--- src/rtl/vector_alu_sequencer.sv ---
// Vector ALU sequencer: accepts one packed multi-lane vector command, issues
// it to the scalar ALU one lane per cycle, collects the combinational ALU
// results and presents the assembled vector on a valid/ready result port.
module vector_alu_sequencer #(
  parameter int BITS  = 8,
  parameter int ALUOP = 4,
  parameter int LANES = 4,
  parameter int LENW  = 3
) (
  input  logic                    clk,
  input  logic                    reset,
  input  logic                    cmdValid,
  output logic                    cmdReady,
  input  logic [ALUOP-1:0]        cmdFunction,
  input  logic [BITS*LANES-1:0]   cmdVectorA,
  input  logic [BITS*LANES-1:0]   cmdVectorB,
  input  logic                    cmdScalarB,
  input  logic [LENW-1:0]         cmdLength,
  output logic [ALUOP-1:0]        aluFunction,
  output logic [BITS-1:0]         aluOperandA,
  output logic [BITS-1:0]         aluOperandB,
  input  logic [BITS-1:0]         aluResult,
  output logic                    resValid,
  input  logic                    resReady,
  output logic [BITS*LANES-1:0]   resVector,
  output logic                    resError,
  output logic                    busy
);

  localparam int VECW = BITS * LANES;
  localparam int IDXW = (LANES > 1) ? $clog2(LANES) : 1;

  typedef enum logic [1:0] {
    IDLE,
    ISSUE,
    DONE
  } stateT;

  stateT            state;
  logic [VECW-1:0]  aReg;
  logic [VECW-1:0]  bReg;
  logic             scalarReg;
  logic [LENW-1:0]  lenReg;
  logic [IDXW-1:0]  laneIdx;

  logic             cmdIllegal;
  logic             lastLane;
  logic [IDXW-1:0]  nextIdx;

  function automatic logic [BITS-1:0] laneOf(input logic [VECW-1:0] vec, input int idx);
    return vec[idx*BITS +: BITS];
  endfunction

  // Decode helpers: command legality, last-lane detection and the next lane index
  assign cmdIllegal = (cmdFunction == '0) || (cmdFunction > ALUOP'(10)) ||
                      (cmdLength > LENW'(LANES));
  assign lastLane   = (LENW'(laneIdx) == (lenReg - LENW'(1)));
  assign nextIdx    = laneIdx + IDXW'(1);
  assign cmdReady   = (state == IDLE);

  // Sequencer FSM; ALU drive is registered so it always presents the lane for laneIdx
  always_ff @(posedge clk) begin
    if (reset) begin
      state       <= IDLE;
      aReg        <= '0;
      bReg        <= '0;
      scalarReg   <= 1'b0;
      lenReg      <= '0;
      laneIdx     <= '0;
      resVector   <= '0;
      resError    <= 1'b0;
      resValid    <= 1'b0;
      aluFunction <= '0;
      aluOperandA <= '0;
      aluOperandB <= '0;
      busy        <= 1'b0;
    end else begin
      case (state)
        IDLE: begin
          if (cmdValid) begin
            aReg      <= cmdVectorA;
            bReg      <= cmdVectorB;
            scalarReg <= cmdScalarB;
            lenReg    <= cmdLength;
            resVector <= '0;
            laneIdx   <= '0;
            busy      <= 1'b1;
            if (cmdIllegal) begin
              resError <= 1'b1;
              resValid <= 1'b1;
              state    <= DONE;
            end else if (cmdLength == '0) begin
              resError <= 1'b0;
              resValid <= 1'b1;
              state    <= DONE;
            end else begin
              resError    <= 1'b0;
              aluFunction <= cmdFunction;
              aluOperandA <= laneOf(cmdVectorA, 0);
              aluOperandB <= laneOf(cmdVectorB, 0);
              state       <= ISSUE;
            end
          end
        end
        ISSUE: begin
          resVector[int'(laneIdx)*BITS +: BITS] <= aluResult;
          if (lastLane) begin
            aluFunction <= '0;
            aluOperandA <= '0;
            aluOperandB <= '0;
            resValid    <= 1'b1;
            state       <= DONE;
          end else begin
            laneIdx     <= nextIdx;
            aluOperandA <= laneOf(aReg, int'(nextIdx));
            aluOperandB <= scalarReg ? laneOf(bReg, 0) : laneOf(bReg, int'(nextIdx));
          end
        end
        DONE: begin
          if (resReady) begin
            resValid <= 1'b0;
            busy     <= 1'b0;
            state    <= IDLE;
          end
        end
        default: state <= IDLE;
      endcase
    end
  end

endmodule

--- config.mk ---
export PLATFORM = sky130hd
export DESIGN_NAME = vector_alu_sequencer
export DESIGN_NICKNAME = d
export VERILOG_FILES = /design/src/rtl/vector_alu_sequencer.sv
export SDC_FILE = /design/constraint.sdc
export NUM_CORES = 1
export LEC_CHECK = 0
export ABC_AREA = 1
export CORE_MARGIN = 2
export CORE_UTILIZATION = 42
export CTS_CLUSTER_DIAMETER = 200
export DETAILED_ROUTE_END_ITERATION = 6
export PLACE_DENSITY = 0.7
export SETUP_SLACK_MARGIN = 0.1
export SLEW_MARGIN = 20
export SYNTH_ARGS = -nofsm -noshare
export SYNTH_HDL_FRONTEND = slang
export SYNTH_SLANG_ARGS = --single-unit
--- constraint.sdc ---
create_clock -name clk -period 2.6 [get_ports clk]
set_input_delay 0.39 -clock clk [delete_from_list [all_inputs] [get_ports clk]]
set_output_delay 0.39 -clock clk [all_outputs]
set_load 0.005 [all_outputs]
==> impl_metrics.ini, run 1 <==
[grt]
grtUsageMet2_pct = 35.9
grt_antenna_before_repair = 0
gr-usage-met1_pct = 28.9
use_met3_pct = 5.50
grt_util_all_layers_pct = 22.4
grt_pass1_wl_um = 24700
grt_max_degree = 52
top_usage_layer = met2
grt_pass1_vias = 4906
grt-ovfl-total = 0

[power_and_ir_drop]
intPower_w = 0.00402
clkPwrFrac_pct = 38.9
ir_drop_uv = 441
p_comb_share_pct = 21.1
pwr-share-seq_pct = 40.0
power.leakage_nw = 2.92
switching_share_pct = 28.6
power.density_nw_per_um2 = 755
p_switching_w = 0.00161

[setup_path]
crit_type = reg2reg
required_ps = 2910
reg2reg_setup_slack_ps = 450
rr_startpoint = lenReg[0]$_SDFFE_PP0P_
startpoint_type = register
reg2reg_depth = 12
r2r_end = aluOperandA[3]$_SDFFE_PP0P_
worstPathArrival_ps = 2460
cp_max_fo = 11
cp-end-kind = register

[route]
drtPass1Iterations = 4
drt-total-wl_um = 15300
viasPerCell = 4.91
avgRoutedWirePerCell_um = 14.2
vias = 5294
drcViolationCount = 0
antenna_left = 0
drt_iter0_drc = 295

[synth]
syn_inst = 770
synth_mux_area_share_pct = 0
synthTopCellsByArea = dfxtp_1 47%, nor2_1 14%, o21ai_0 9.0%
yosys.area_share.adder_pct = 1.16
synth-compound-area-share_pct = 19.3
synth_common_cells = 196 x nor2_1, 127 x dfxtp_1, 126 x nand2_1
ys_async_sr_fraction_pct = 0
yosysMostFrequentCell = nor2_1
synth.cell_area_um2 = 5410
synthSimpleGateAreaFrac_pct = 26.0
synth-edff-count = 0
ys_ff_latch = 127
yosysSeqAreaShare_pct = 47.0
synth_top_flop_cell = dfxtp_1
yosys_warnings = 0
synth_top_family_by_area = simple AND/OR/NAND/NOR gates
ys_types = 28
syn_avg_cell_area_um2 = 7.02
synth-xor-area-share_pct = 0.162
synth_largest_area_cell = dfxtp_1
syn_nets = 859
synth_top_area_share_pct = 47.0

[cells_and_area]
antenna-diode-count = 0
final_nets = 985
nFillCells = 1197
syn2layout_area_growth_pct = 37.9
final_layout_size_suffix_gt1_share_pct = 6.73

[sta]
slew_violations = 0
hold_violations = 0
relSlewSlack_pct = 60.6
rsz0062_at_grt = false
worst_slew_pin_slew_ps = 591
finalSetupViolations = 0
whs_ps = 448
max_freq_mhz = 465
period_share_pct = 82.7
tns_ps = 0
fin_worst_skew_ps = 6.57
fin_crit_ps = 2150

[worst_hold_path]
min_path_cells = 2
min-delay-start = bReg[6]$_SDFFE_PP0P_
hp-class = reg2reg
hold_path_end = bReg[6]$_SDFFE_PP0P_

[die]
fp.dieW_um = 117
dieArea_um2 = 13800
start_util_pct = 43.0
rows = 41
ios = 140
dieHeight_um = 117
core_area_um2 = 12600

[cts]
cts.sinks = 127
postCtsSetupRepairBufs = 0
htree_levels = 4
clockRootBuffer = clkbuf_16
path_clk_slew_ps = 50
tritoncts = done
insertion_delay_ps = 410
ctsHoldBuffers = 0
cts.path.max_buffers = 2
numCtsBuffers = 17
ctsResizeCount = 0

[flow_run]
drv_cap = 0

[placed_design]
portBuffers = 139
dpl.hpwl_um = 10600
gp_congestion = 0.805

[run_status]
status = complete, no violations
-- cell families (layout without fill, tap and decap cells) --
family,Yosys count,count (layout)
AOI/OAI and AO/OA,198,198
xor gates and xnor gates,1,1
adders and majority gates,5,5
buffers and inverters,86,223
DFF,127,127
and+or+nand+nor,353,353
-- sequential cells by signal, indices dropped and copies added, names as in the netlist --
name         count
aluOperandA      8
aReg            32
lenReg           3
aluFunction      4
resValid         1
resVector       32
bReg            32
resError         1
state            2
aluOperandB      8
busy             1
scalarReg        1
laneIdx          2
-- final cells by class --
class                      count  area, um2  share of cell area, %
clock inverter                 6       60.1                  0.806
inverter                      41        154                   2.06
clock buffer                  24        482                   6.46
multi-input combinational    557       2520                   33.8
sequential                   127       2540                   34.1
timing repair buffer         152       1480                   19.9
tap                          172        215                   2.89
-- worst max path at each step --
stage / start / endpoint / slack [ps] / cells after the start
floorplan: laneIdx[0]$_SDFFE_PP0P_ / aluOperandB[4]$_SDFFE_PP0P_ / 450 / 11
global placement: cmdLength[0] / aluOperandA[7]$_SDFFE_PP0P_ / 340 / 9
detailed placement: cmdLength[0] / aluOperandA[1]$_SDFFE_PP0P_ / 280 / 9
CTS: lenReg[0]$_SDFFE_PP0P_ / aluOperandA[3]$_SDFFE_PP0P_ / 460 / 12
global route: lenReg[0]$_SDFFE_PP0P_ / aluOperandA[7]$_SDFFE_PP0P_ / 150 / 12
finish: lenReg[0]$_SDFFE_PP0P_ / aluOperandA[3]$_SDFFE_PP0P_ / 450 / 12
-- worst max-delay path: stages, from the launching register on --
cell and delay (ps):
dfxtp_1 360, inv_1 70, ha_1 310, inv_1 60
nand2_1 40, nand2_1 70, nand3_1 100, nand2_1 350
inv_1 310, nand2_1 120, nand2_1 80, nor2_1 120
nor2_1 60
-- layout by cell type, fill, tap and decap left out, drive strengths merged, types with 3 or more instances in the layout --
cell / count
clkdlybuf4s50: 138
nor2: 200
o22ai: 8
nand2: 129
a211oi: 7
ha: 5
nor3: 4
nand3: 17
o21ai: 112
dfxtp: 127
clkbuf: 24
buf: 14
a31oi: 5
inv: 41
a21oi: 62
clkinv: 3
-- per-stage QoR --
| step | power, W | cells | worst slack, ps | cell area, um2 | util (%) |
|---|---|---|---|---|---|
| after floorplan | 0.00299 | 770 | 453 | 5410 | - |
| after global placement | 0.00346 | 1049 | 335 | 6910 | 55.0 |
| after detailed placement | 0.00347 | 1049 | 276 | 6910 | 55.0 |
| after CTS | 0.00565 | 1079 | 459 | 7460 | 59.3 |
| after global routing | 0.00589 | 1079 | 153 | 7460 | 59.3 |
| final | 0.00563 | 1079 | 450 | 7460 | 59.3 |
-- metal layers --
metal	wire [um]	vias up
met1	6980	2365
met4	354	0
li1	-	2756
met2	7150	146
met3	792	27
met5	0	-
-- power by group through the flow --
| stage | combinational (W) | clock, W | sequential, W |
|---|---|---|---|
| 6_report | 0.00118 | 0.00219 | 0.00225 |
| 5_1_grt | 0.00133 | 0.00229 | 0.00227 |
| 3_3_place_gp | 0.00118 | 0 | 0.00229 |
| 4_1_cts | 0.00119 | 0.00221 | 0.00225 |
| 3_5_place_dp | 0.00119 | 0 | 0.00229 |
| 2_1_floorplan | 0.000717 | 0 | 0.00227 |
Power figures use the tool's default switching activity.
==> run 2: changes to the inputs <==
==> constraint.sdc (replaced) <==
create_clock -name clk -period 2 [get_ports clk]
set_input_delay 0.3 -clock clk [delete_from_list [all_inputs] [get_ports clk]]
set_output_delay 0.3 -clock clk [all_outputs]
set_load 0.005 [all_outputs]
==> impl_metrics.ini, run 2 (synthesis results as in run 1) <==
[grt]
grt-ovfl-total = 0
grt_pass1_vias = 5196
grt_pass1_wl_um = 25300
grt_antenna_before_repair = 0
grt_util_all_layers_pct = 22.9
grt_max_degree = 75

[placed_design]
dpl.hpwl_um = 10700
gp_congestion = 0.856
portBuffers = 139

[sta]
finalSetupViolations = 0
fin_worst_skew_ps = 9.00
hold_violations = 0
tns_ps = 0
worst_slew_pin_slew_ps = 512
relSlewSlack_pct = 65.8
max_freq_mhz = 556
rsz0062_at_grt = true
fin_crit_ps = 1800
period_share_pct = 90.0
slew_violations = 0

[cts]
ctsHoldBuffers = 0
tritoncts = done
path_clk_slew_ps = 60
insertion_delay_ps = 420
cts.sinks = 127
numCtsBuffers = 17
htree_levels = 4
cts.path.max_buffers = 2
clockRootBuffer = clkbuf_16

[cells_and_area]
syn2layout_area_growth_pct = 42.9
register_area_um2 = 2550
final_cell_mix = 195 x nor2_1, 138 x clkdlybuf4s50_1, 125 x nand2_1
multi_input_area_um2 = 2540
nFillCells = 1167
final_common_cell = nor2_1
antenna-diode-count = 0
final_layout_size_suffix_gt1_share_pct = 9.45
final_nets = 997
largestRegisters = aReg x32, bReg x32, resVector x32

[setup_path]
required_ps = 2310
worstPathArrival_ps = 2110
worst_path_most_repeated_cell = nor2_1
crit_family = simple AND/OR/NAND/NOR gates
slowest_stage = buf_4
crit_chain = buf_4 > nor2_1 > nor2_1 > nand3_2 > nand2_4 > clkinvlp_4 > nand2_1 > nand2_1 > nor2_1 > nor2_1
cp_max_fo = 34
startpoint_type = register
crit_type = reg2reg
critPathBufInv = 2
cp-end-kind = register
slowest_delay_ps = 330

[power_and_ir_drop]
power.leakage_nw = 3.05
p_comb_share_pct = 20.7
power.density_nw_per_um2 = 1020
p_total_w = 0.00788
switching_share_pct = 27.6
ir_drop_uv = 522
pwr-share-seq_pct = 37.2
p_switching_w = 0.00217
clkPwrFrac_pct = 42.1
intPower_w = 0.00570

[run_status]
status = complete, no violations

[route]
vias = 5416
drcViolationCount = 0
drt_iter0_drc = 329
drtPass1Iterations = 5
viasPerCell = 4.96
antenna_left = 0
drt-total-wl_um = 15600
avgRoutedWirePerCell_um = 14.3

[die]
ios = 140
core_area_um2 = 12600
start_util_pct = 43.0
dieArea_um2 = 13800
dieHeight_um = 117
fp.dieW_um = 117
rows = 41

[worst_hold_path]
hp-class = in2reg

[flow_run]
drv_cap = 0
-- run 2: cell count changes in the layout (fill, tap and decap cells not counted), sizes merged --
| cell | delta |
|---|---|
| buf | +11 |
| bufinv | +3 |
| clkbuf | -3 |
| clkinv | +2 |
| clkinvlp | +2 |
| inv | -1 |
-- run 2: metal layers --
layer / vias up / share of wire [%] / track usage [%]
li1: 2782 / - / -
met1: 2450 / 44 / 28.7
met2: 158 / 49 / 38.3
met3: 26 / 4.5 / 5.40
met4: 0 / 2.1 / 8.96
met5: - / 0 / 0
-- run 2: what timing repair did --
| action | in CTS | in global routing |
|---|---|---|
| endpoints found under the setup margin | 0 | 25 |
| gates resized for setup | 0 | 10 |
| hold endpoints to repair | 0 | 0 |
| setup buffers | 0 | 2 |
-- run 2: cell type report --
type,instances,share of cell area [%]
multi-input combinational,557,32.9
inverter,41,2.04
clock buffer,21,6.22
timing repair inverter,1,0.0972
clock inverter,11,2.07
timing repair buffer,163,20.9
sequential,127,33.0
tap,172,2.79
-- run 2: power by group through the flow --
stage               clock network, W  registers [W]  logic (W)
global route                 0.00347        0.00296    0.00182
CTS                          0.00335        0.00293    0.00161
finish                       0.00332        0.00293    0.00163
global placement                   0        0.00298    0.00159
floorplan                          0        0.00295   0.000936
detailed placement                 0        0.00298    0.00160
-- run 2: stage by stage --
step	instances	hold slack, ps	setup WS (ps)	util [%]	cell area [um2]
2_1_floorplan	770	421	98.9	-	5410
3_3_place_gp	1058	429	94.9	56.0	7030
3_5_place_dp	1058	434	98.7	56.0	7030
4_1_cts	1090	185	103	61.1	7670
5_1_grt	1093	241	11.2	61.5	7720
6_report	1093	212	201	61.5	7720
-- run 2: final timing paths --
kind | startpoint | endpoint | slack (ps) | depth (start not counted)
max | laneIdx[0]$_SDFFE_PP0P_ | aluOperandA[2]$_SDFFE_PP0P_ | 200 | 10
min | reset | lenReg[2]$_SDFFE_PP0P_ | 210 | 4
max reg2reg | laneIdx[0]$_SDFFE_PP0P_ | aluOperandA[2]$_SDFFE_PP0P_ | 200 | 10
min reg2reg | bReg[6]$_SDFFE_PP0P_ | bReg[6]$_SDFFE_PP0P_ | 440 | 2
-- run 2: tightest hold or removal path, stage by stage --
cell and delay (ps):
buf_2 100, inv_2 70, o21ai_0 80, nor2_1 40
